**src/rtl/seg7_pkg.sv**
```systemverilog
// Purpose: shared constants for the seven-segment display path (blanking levels, hex glyph table).
// Latency: n/a (constants only).
// Backpressure: n/a.
package seg7_pkg;

  // Active-low "everything dark" levels for the segment and anode buses.
  localparam logic [6:0] SEG_OFF = 7'b1111111;
  localparam logic [3:0] AN_OFF  = 4'b1111;

  // Hex glyphs, active-low, bit order {g,f,e,d,c,b,a}.
  localparam logic [6:0] HEX_SEG [16] = '{
    7'b1000000,  // 0
    7'b1111001,  // 1
    7'b0100100,  // 2
    7'b0110000,  // 3
    7'b0011001,  // 4
    7'b0010010,  // 5
    7'b0000010,  // 6
    7'b1111000,  // 7
    7'b0000000,  // 8
    7'b0010000,  // 9
    7'b0001000,  // A
    7'b0000011,  // b
    7'b1000110,  // C
    7'b0100001,  // d
    7'b0000110,  // E
    7'b0001110   // F
  };

endpackage

```
**src/rtl/hex_to_seg7.sv**
```systemverilog
// Purpose: decode one hex nibble to an active-low seven-segment glyph.
// Latency: combinational, zero cycles.
// Backpressure: none; pure function of the input.
// Ports: nibble - 4-bit hex value; seg - {g,f,e,d,c,b,a}, active-low.
module hex_to_seg7
  import seg7_pkg::*;
(
  input  logic [3:0] nibble,
  output logic [6:0] seg
);

  assign seg = HEX_SEG[nibble];

endmodule

```
**src/rtl/seg7_scan_driver.sv**
```systemverilog
// Purpose: time-multiplex a 16-bit hex value onto a 4-digit common-anode display, frame-synchronous updates.
// Latency: outputs registered one cycle after the scan counter state; loads show from the next frame.
// Backpressure: none; load is always accepted, later loads overwrite an unapplied one (pending flags it).
// Ports:
//   clk, rst       - clock and synchronous active-high reset
//   data_in, dp_in - value and decimal points captured on the load strobe
//   blank_mask     - live per-digit force-off
//   pending        - a captured value is waiting for the frame boundary
//   seg, dp, an    - active-low segment, decimal point and anode drives
module seg7_scan_driver
  import seg7_pkg::*;
#(
  parameter int CLK_DIV      = 100000,
  parameter int BLANK_CYCLES = 16
) (
  input  logic        clk,
  input  logic        rst,
  input  logic [15:0] data_in,
  input  logic [3:0]  dp_in,
  input  logic [3:0]  blank_mask,
  input  logic        load,
  output logic        pending,
  output logic [6:0]  seg,
  output logic        dp,
  output logic [3:0]  an
);

  localparam int PW = (CLK_DIV > 1) ? $clog2(CLK_DIV) : 1;

  logic [PW-1:0] presc;
  logic [1:0]    idx;
  logic          slot_tick;
  logic          frame_tick;

  logic [15:0]   disp_dat;
  logic [3:0]    disp_dp;
  logic [15:0]   shadow_dat;
  logic [3:0]    shadow_dp;

  logic [3:0]    cur_nib;
  logic [6:0]    cur_seg;
  logic [3:0]    an_nxt;
  logic [6:0]    seg_nxt;
  logic          dp_nxt;

  assign slot_tick  = (presc == PW'(CLK_DIV - 1));
  assign frame_tick = slot_tick && (idx == 2'd3);

  // Scan counters: prescaler sets the slot length, idx picks the digit.
  always_ff @(posedge clk) begin
    if (rst) begin
      presc <= '0;
      idx   <= 2'd0;
    end else if (slot_tick) begin
      presc <= '0;
      idx   <= idx + 2'd1;
    end else begin
      presc <= presc + PW'(1);
    end
  end

  // Double buffer. The display register only moves on frame_tick so a frame
  // never mixes digits from two values. A load coinciding with the boundary
  // bypasses the shadow and lands directly, so it is never left pending.
  always_ff @(posedge clk) begin
    if (rst) begin
      disp_dat   <= '0;
      disp_dp    <= '0;
      shadow_dat <= '0;
      shadow_dp  <= '0;
      pending    <= 1'b0;
    end else if (frame_tick) begin
      if (load) begin
        disp_dat   <= data_in;
        disp_dp    <= dp_in;
        shadow_dat <= data_in;
        shadow_dp  <= dp_in;
      end else if (pending) begin
        disp_dat <= shadow_dat;
        disp_dp  <= shadow_dp;
      end
      pending <= 1'b0;
    end else if (load) begin
      shadow_dat <= data_in;
      shadow_dp  <= dp_in;
      pending    <= 1'b1;
    end
  end

  assign cur_nib = disp_dat[{idx, 2'b00} +: 4];

  hex_to_seg7 u_dec (
    .nibble (cur_nib),
    .seg    (cur_seg)
  );

  // Next output values. The first BLANK_CYCLES of each slot keep every anode
  // off so the previous digit's segments cannot ghost onto the new anode.
  always_comb begin
    an_nxt  = AN_OFF;
    seg_nxt = SEG_OFF;
    dp_nxt  = 1'b1;
    if (presc >= PW'(BLANK_CYCLES)) begin
      seg_nxt = cur_seg;
      dp_nxt  = ~disp_dp[idx];
      if (!blank_mask[idx]) begin
        an_nxt = ~(4'b0001 << idx);
      end
    end
  end

  always_ff @(posedge clk) begin
    if (rst) begin
      an  <= AN_OFF;
      seg <= SEG_OFF;
      dp  <= 1'b1;
    end else begin
      an  <= an_nxt;
      seg <= seg_nxt;
      dp  <= dp_nxt;
    end
  end

endmodule

```
**config.mk**
```make
export PLATFORM = sky130hd
export DESIGN_NAME = seg7_scan_driver
export DESIGN_NICKNAME = d
export VERILOG_FILES = /design/src/rtl/seg7_pkg.sv /design/src/rtl/hex_to_seg7.sv /design/src/rtl/seg7_scan_driver.sv
export SDC_FILE = /design/constraint.sdc
export NUM_CORES = 1
export LEC_CHECK = 0
export ABC_AREA = 1
export CORE_MARGIN = 4
export CORE_UTILIZATION = 45
export CTS_CLUSTER_DIAMETER = 60
export DETAILED_ROUTE_END_ITERATION = 6
export PLACE_DENSITY_LB_ADDON = 0.15
export SYNTH_ARGS = -nofsm -noshare
export SYNTH_HDL_FRONTEND = slang
export SYNTH_SLANG_ARGS = --single-unit
```
**constraint.sdc**
```tcl
create_clock -name clk -period 2.1 [get_ports clk]
set_clock_uncertainty 0.2 [all_clocks]
set_input_delay 0.21 -clock clk [delete_from_list [all_inputs] [get_ports clk]]
set_output_delay 0.21 -clock clk [all_outputs]
set_load 0.1 [all_outputs]
```
==> metrics.yaml, run 1 <==
finish:
  nNetsFinal: 518
  post-route-cell-area_um2: 4010
  syn2layout_area_growth_pct: 21.9
  fill_cells: 659
  drive_above_1_share_pct: 11.0
  insertedDiodeCount: 0
clock_tree:
  root_buffer: "clkbuf_8"
  cts-hold-fix-buffers: 0
  clockBufferDepth: 2
  clkTransAtPathRegs_ns: 0.08
  postCtsSetupBuffers: 0
  h-tree-depth: 3
  cts.sinks: 72
  cts_buffers: 9
  clkLatencyLatePin_ns: 0.34
  cts_tree: "yes"
  cts_resized: 0
floorplan:
  dieArea_um2: 8740
  initial_core_util_pct: 47.4
  die_y_um: 93.5
  die_x_um: 93.5
  core_area_um2: 6940
  boundaryPins: 40
  rows: 30
pwr:
  finalPower_w: 0.00290
  total_leakage_power_nw: 1.64
  powerDensity_nw_per_um2: 724
  ir_drop_mv: 0.448
timing:
  setup_viol: 0
  setup_ws_ns: 0.229
  hold_viol_final: 0
  rsz0062_at_grt: "no"
  maxSlewHeadroom_pct: 62.9
  period_needed_ns: 1.87
  worstMarginPinSlew_ns: 0.555
  fmaxAchievable_mhz: 534
  slew_violations: 0
  min_period_over_period_pct: 89.1
  tns_ns: 0
global_routing:
  grt_pass1_wl_um: 12000
  track_usage_pct: 17.0
  grt_pass1_vias: 2633
  met1_usage_pct: 23.4
  antenna_found_initial: 0
  gr-total-overflow: 0
  use_met3_pct: 3.14
  grt_start_max_net_pins: 23
  globalRouteMet2Util_pct: 25.4
  gr-max-usage-layer: "met2"
detailed_routing:
  via_per_inst: 4.91
  drc: 0
  wl_per_cell_um: 11.8
  route.vias.total: 2845
  drt_iter0_drc: 104
  firstDrtPassIters: 4
  wl_um: 6850
  ant_nets: 0
yosys:
  yosysWarnings: 0
  synth_top_flop_cell: "dfxtp_1"
  avgSynthCellArea_um2: 7.56
  seq_area_frac_synth_pct: 43.8
  syn-cell-area_um2: 3290
  synth_most_common_cell: "nor2_1"
  synth_edf_count: 0
  yosysTopAreaCell: "dfxtp_1"
  synth_area_leaders: "dfxtp_1, nor2_1, nand2_1"
  yosys-top-cells-count: "nor2_1, nand2_1, dfxtp_1, inv_1, nand4_1"
  synth-async-reset-ratio_pct: 0
  ys_ff_latch: 72
  synthCells: 435
  syn_nets: 474
  synth_cell_types: 26
  yosysTopAreaCellShare_pct: 43.8
critical_path:
  crit_arrival_ns: 1.90
  cp_cell_sequence: "inv_2 -> nand2_1 -> nand3_1 -> nand2_1 -> inv_1 -> ha_1 -> nand2_1 -> o21ai_0 -> nand2_1 -> nand3_1"
  worstSetupEndpointType: "flip-flop"
  max_stage_delay_ns: 0.42
  rr_worst_depth: 10
  cpMostUsedCell: "nand2_1"
  path_max_fanout: 10
  crit_type: "reg2reg"
  cp.required_ns: 2.13
  cp_slowest_cell: "dfxtp_1"
  critPathLaunchType: "flip-flop"
placement:
  post-place-ws_ns: 0.183
  portBuffers: 39
  place_hpwl_um: 5110
  place_area_um2: 3760
  gp_congestion: 0.927
hold_path:
  min_delay_path_depth: 1
  hold_class: "reg2reg"
outcome:
  status: "complete, no violations"
job:
  maxCapViolCount: 0
-- report_power, final --
part,switching [W],internal [W]
clock,0.000538,0.000791
combinational,0.0000882,0.0000834
sequential,0.0000101,0.00139
-- worst paths after layout --
path	slack (ns)	startpoint	endpoint
min	0.27	presc[0]$_SDFF_PP0_	presc[0]$_SDFF_PP0_
min reg2reg	0.27	presc[0]$_SDFF_PP0_	presc[0]$_SDFF_PP0_
max	0.23	idx[0]$_SDFFE_PP0P_	seg[0]$_SDFF_PP1_
max reg2reg	0.23	idx[0]$_SDFFE_PP0P_	seg[0]$_SDFF_PP1_
-- routing by layer --
layer / routed length, um / vias to the layer above
met4: 106 / 0
met3: 324 / 10
met5: 0 / -
met2: 2970 / 60
met1: 3460 / 1263
li1: - / 1512
-- final cells by class --
cell class	count	area (um^2)	share of cell area, %
clock buffer	9	124	3.09
clock inverter	7	120	3.00
inverter	34	128	3.18
multi-input combinational	312	1620	40.4
sequential	72	1440	36.0
tap	96	120	3.00
timing repair buffer	50	453	11.3
-- flip-flops by register name, summed over array words and instances (netlist names) --
register	count
presc	17
disp_dat	16
shadow_dat	16
seg	7
an	4
disp_dp	4
shadow_dp	4
idx	2
dp	1
pending	1
-- cell families (layout without fill, tap and decap cells) --
| family | after synthesis | count (layout) | synth area share [%] |
|---|---|---|---|
| compound gates | 33 | 33 | 5.59 |
| xor+xnor | 3 | 3 | 0.799 |
| fa+ha+maj | 12 | 12 | 4.56 |
| buf+inv | 51 | 100 | 6.96 |
| flops | 72 | 72 | 43.8 |
| mux | 20 | 20 | 6.09 |
| simple gates | 244 | 244 | 32.2 |
-- placed cells by master, fill, tap and decap left out, drive strengths merged, types with 13 or more instances in the layout --
cell           instances
nor2                  96
nand2                 87
dfxtp                 72
inv                   33
nand4                 29
clkdlybuf4s50         26
nand3                 24
buf                   24
mux2i                 20
a21oi                 13
-- metrics by stage --
step,hold WS [ns],std cells,utilization [%]
after floorplan,0.176,435,-
after global placement,0.245,564,54.2
after detailed placement,0.250,564,54.2
after CTS,0.269,580,57.7
after global routing,0.313,580,57.7
final,0.265,580,57.7
-- worst max-delay path: cells and delay by family (launching register included) --
| kind | cells | cell delay (ns) |
|---|---|---|
| simple gates | 6 | 0.59 |
| flops | 1 | 0.42 |
| buf+inv | 2 | 0.23 |
| fa+ha+maj | 1 | 0.22 |
| compound gates | 1 | 0.11 |
Note: power is estimated with default switching activity, not from simulation.
==> inputs of run 2 (changes only) <==
SYNTH_HIERARCHICAL = 1   (was default)
==> run 2 against run 1 <==
Sequential power about the same. Register-to-register slack got worse by 0.12 ns. Sequential cell count unchanged. Clock-buffer cell count increased by 2. Sequential share of layout area decreased by 0.84 points. Routed wire length increased by 2.4%. Largest cell class unchanged. Non-clock buffer count increased by 12. Worst hold slack got worse by 0.0014 ns. Total power decreased by 9.4%.
==> metrics.yaml, run 2 <==
finish:
  layout_common_cells: "nor2_1, nand2_1, dfxtp_1"  # unchanged
  syn2layout_area_growth_pct: 22.3  # was 21.9%
  insertedDiodeCount: 0  # unchanged
  final_cells: 598  # was 580
  nNetsFinal: 534  # was 518
  postLayoutCoreUtil_pct: 56.7  # was 57.7%
  layout.cells.most_common: "nor2_1"  # unchanged
  seqCellArea_um2: 1450  # was 1440 um^2
  largestRegisters: "presc x17, disp_dat x16, shadow_dat x16"  # unchanged
  multi_input_area_um2: 1710  # was 1620 um^2
  largest_register_ffs: 17  # unchanged
  fill_cells: 724  # was 659
  regMostFlops: "presc"  # unchanged
  drive_above_1_share_pct: 16.4  # was 11.0%
floorplan:
  dieArea_um2: 8930  # was 8740 um^2
  initial_core_util_pct: 46.4  # was 47.4%
  boundaryPins: 40  # unchanged
  die_y_um: 94.5  # was 93.5 um
  die_x_um: 94.5  # was 93.5 um
  core_area_um2: 7250  # was 6940 um^2
  rows: 31  # was 30
pwr:
  p_sw_share_pct: 23.1  # was 21.9%
  p_seq_share_pct: 53.3  # was 48.3%
  switchingPower_w: 0.000607  # was 0.000636 W
  p_int_w: 0.00202  # was 0.00227 W
  powerDensity_nw_per_um2: 639  # was 724 nW/um^2
  clkPwrFrac_pct: 40.2  # was 45.8%
  finalPower_w: 0.00263  # was 0.00290 W
  ir_drop_mv: 0.367  # was 0.448 mV
  total_leakage_power_nw: 1.72  # was 1.64 nW
  combPwrFrac_pct: 6.4  # was 5.9%
critical_path:
  r2r-end: "seg[0]$_SDFF_PP1_"  # unchanged
  reg2reg_slack_ns: 0.11  # was 0.23 ns
  crit_arrival_ns: 2.02  # was 1.90 ns
  crit_type: "reg2reg"  # unchanged
  cp.required_ns: 2.13  # about the same
  path_max_fanout: 8  # was 10
  critPathLaunchType: "flip-flop"  # unchanged
  r2r-start: "idx[0]$_SDFFE_PP0P_"  # unchanged
  rr_worst_depth: 10  # unchanged
  worstSetupEndpointType: "flip-flop"  # unchanged
global_routing:
  gr-total-overflow: 0  # unchanged
  antenna_found_initial: 0  # unchanged
  grt_start_max_net_pins: 23  # unchanged
  grt_pass1_wl_um: 12300  # was 12000 um
  grt_pass1_vias: 2707  # was 2633
  track_usage_pct: 17.3  # was 17.0%
detailed_routing:
  firstDrtPassIters: 4  # unchanged
  wl_per_cell_um: 11.7  # was 11.8 um
  ant_nets: 0  # unchanged
  drt_iter0_drc: 75  # was 104
  route.vias.total: 2875  # was 2845
  via_per_inst: 4.81  # was 4.91
  drc: 0  # unchanged
  wl_um: 7020  # was 6850 um
timing:
  period_needed_ns: 1.99  # was 1.87 ns
  slew_violations: 0  # unchanged
  min_period_over_period_pct: 94.7  # was 89.1%
  maxSlewHeadroom_pct: 61.5  # was 62.9%
  fmaxAchievable_mhz: 503  # was 534 MHz
  setup_viol: 0  # unchanged
  worstMarginPinSlew_ns: 0.577  # was 0.555 ns
  setup_ws_ns: 0.111  # was 0.229 ns
  hold_viol_final: 0  # unchanged
yosys:
  synth_area_leaders: "dfxtp_1, nor2_1, nand2_1"  # unchanged
  seq_area_frac_synth_pct: 42.8  # was 43.8%
  yosysWarnings: 6  # was 0
  synthCells: 443  # was 435
  yosysTopAreaCellShare_pct: 42.8  # was 43.8%
  synth-async-reset-ratio_pct: 0  # unchanged
  syn-cell-area_um2: 3370  # was 3290 um^2
  yosys-top-cells-count: "nor2_1, nand2_1, dfxtp_1, inv_1, nand3_1"  # was nor2_1, nand2_1, dfxtp_1, inv_1, nand4_1
  synth_top_flop_cell: "dfxtp_1"  # unchanged
  avgSynthCellArea_um2: 7.60  # was 7.56 um^2
  synth_edf_count: 0  # unchanged
  ys_ff_latch: 72  # unchanged
  synth_cell_types: 34  # was 26
  yosysTopAreaCell: "dfxtp_1"  # unchanged
  syn_nets: 483  # was 474
  synth_most_common_cell: "nor2_1"  # unchanged
hold_path:
  hold_start: "presc[0]$_SDFF_PP0_"  # unchanged
  hold_class: "reg2reg"  # unchanged
  holdPathEnd: "presc[0]$_SDFF_PP0_"  # unchanged
  min_delay_path_depth: 1  # unchanged
placement:
  dp_cells: 579  # was 564
  gp_congestion: 0.858  # was 0.927
  place_hpwl_um: 5220  # was 5110 um
  portBuffers: 39  # unchanged
  post-place-ws_ns: -0.0600  # was 0.183 ns
clock_tree:
  root_buffer: "clkbuf_8"  # unchanged
  clockBufferDepth: 2  # unchanged
  cts.sinks: 72  # unchanged
  cts_buffers: 9  # unchanged
  clkTransAtPathRegs_ns: 0.08  # about the same
  cts_tree: "yes"  # unchanged
  clkLatencyLatePin_ns: 0.35  # was 0.34 ns
  cts-hold-fix-buffers: 0  # unchanged
  h-tree-depth: 3  # unchanged
job:
  maxCapViolCount: 0  # unchanged
outcome:
  status: "complete, no violations"  # unchanged
==> run 2: cells by family after synthesis <==
group | synth area share (%)
AO/OA/AOI/OAI | 5.43
flip-flops | 42.8
AND/OR/NAND/NOR | 32.9
adder cells (fa/ha/maj) | 4.83
buffers and inverters | 7.25
multiplexers | 5.95
XOR/XNOR | 0.781
==> run 2: area by class of cell <==
| class | instances | share of cell area (%) |
|---|---|---|
| clock inverters | 5 | 1.40 |
| inverters | 32 | 2.92 |
| flip-flops and latches | 72 | 35.1 |
| well taps | 99 | 3.01 |
| multi-input cells | 317 | 41.4 |
| repair buffers | 62 | 12.9 |
| clock buffers | 11 | 3.19 |
==> run 2: power by group through the flow <==
stage                     Combinational, W  Sequential, W  Clock [W]
after floorplan                  0.0000900        0.00144          0
after global placement            0.000169        0.00143          0
after detailed placement          0.000171        0.00144          0
after CTS                         0.000172        0.00140    0.00109
after global routing              0.000190        0.00140    0.00116
final                             0.000169        0.00140    0.00106
==> run 2: worst max path at each step <==
stage                         from           endpoint  slack [ns]  depth (start not counted)
6_report       idx[0]$_SDFFE_PP0P_  seg[0]$_SDFF_PP1_        0.11                         10
5_1_grt        idx[1]$_SDFFE_PP0P_  seg[0]$_SDFF_PP1_       -0.02                          9
4_1_cts        idx[0]$_SDFFE_PP0P_  seg[0]$_SDFF_PP1_       0.004                         10
3_5_place_dp   idx[0]$_SDFFE_PP0P_  seg[3]$_SDFF_PP1_       -0.06                          9
3_3_place_gp   idx[0]$_SDFFE_PP0P_  seg[4]$_SDFF_PP1_        0.02                          8
2_1_floorplan  idx[0]$_SDFFE_PP0P_  seg[3]$_SDFF_PP1_        0.02                         10
==> run 2: critical path: stages (launching register included) <==
cell and delay [ns]:
dfxtp_4 0.36, inv_2 0.12, nor2_1 0.07, o22ai_2 0.24, inv_2 0.10, ha_1 0.19
inv_1 0.09, nand2_1 0.08, nand3_1 0.08, nand2_1 0.06, or2_2 0.28
==> run 2: through the flow <==
stage               setup TNS (ns)  instance area (um^2)  hold slack, ns
floorplan                        0                  3390           0.171
global placement                 0                  3890           0.242
detailed placement          -0.147                  3890           0.254
CTS                              0                  4080           0.272
global route               -0.0186                  4120           0.298
finish                           0                  4120           0.264
==> run 2: timing repair <==
item,in CTS,in global routing
resized for setup,1,9
setup endpoints to repair,6,7
buffers inserted,1,2
pin swaps,2,2
==> run 2: routing by layer <==
| layer | vias to the layer above | global-route usage (%) | share of wire [%] | wire [um] |
|---|---|---|---|---|
| met4 | 0 | 8.17 | 2.1 | 145 |
| met1 | 1272 | 22.5 | 49 | 3450 |
| met5 | - | 0 | 0 | 0 |
| met3 | 12 | 3.67 | 4.3 | 302 |
| met2 | 52 | 27.4 | 44 | 3120 |
| li1 | 1539 | - | - | - |
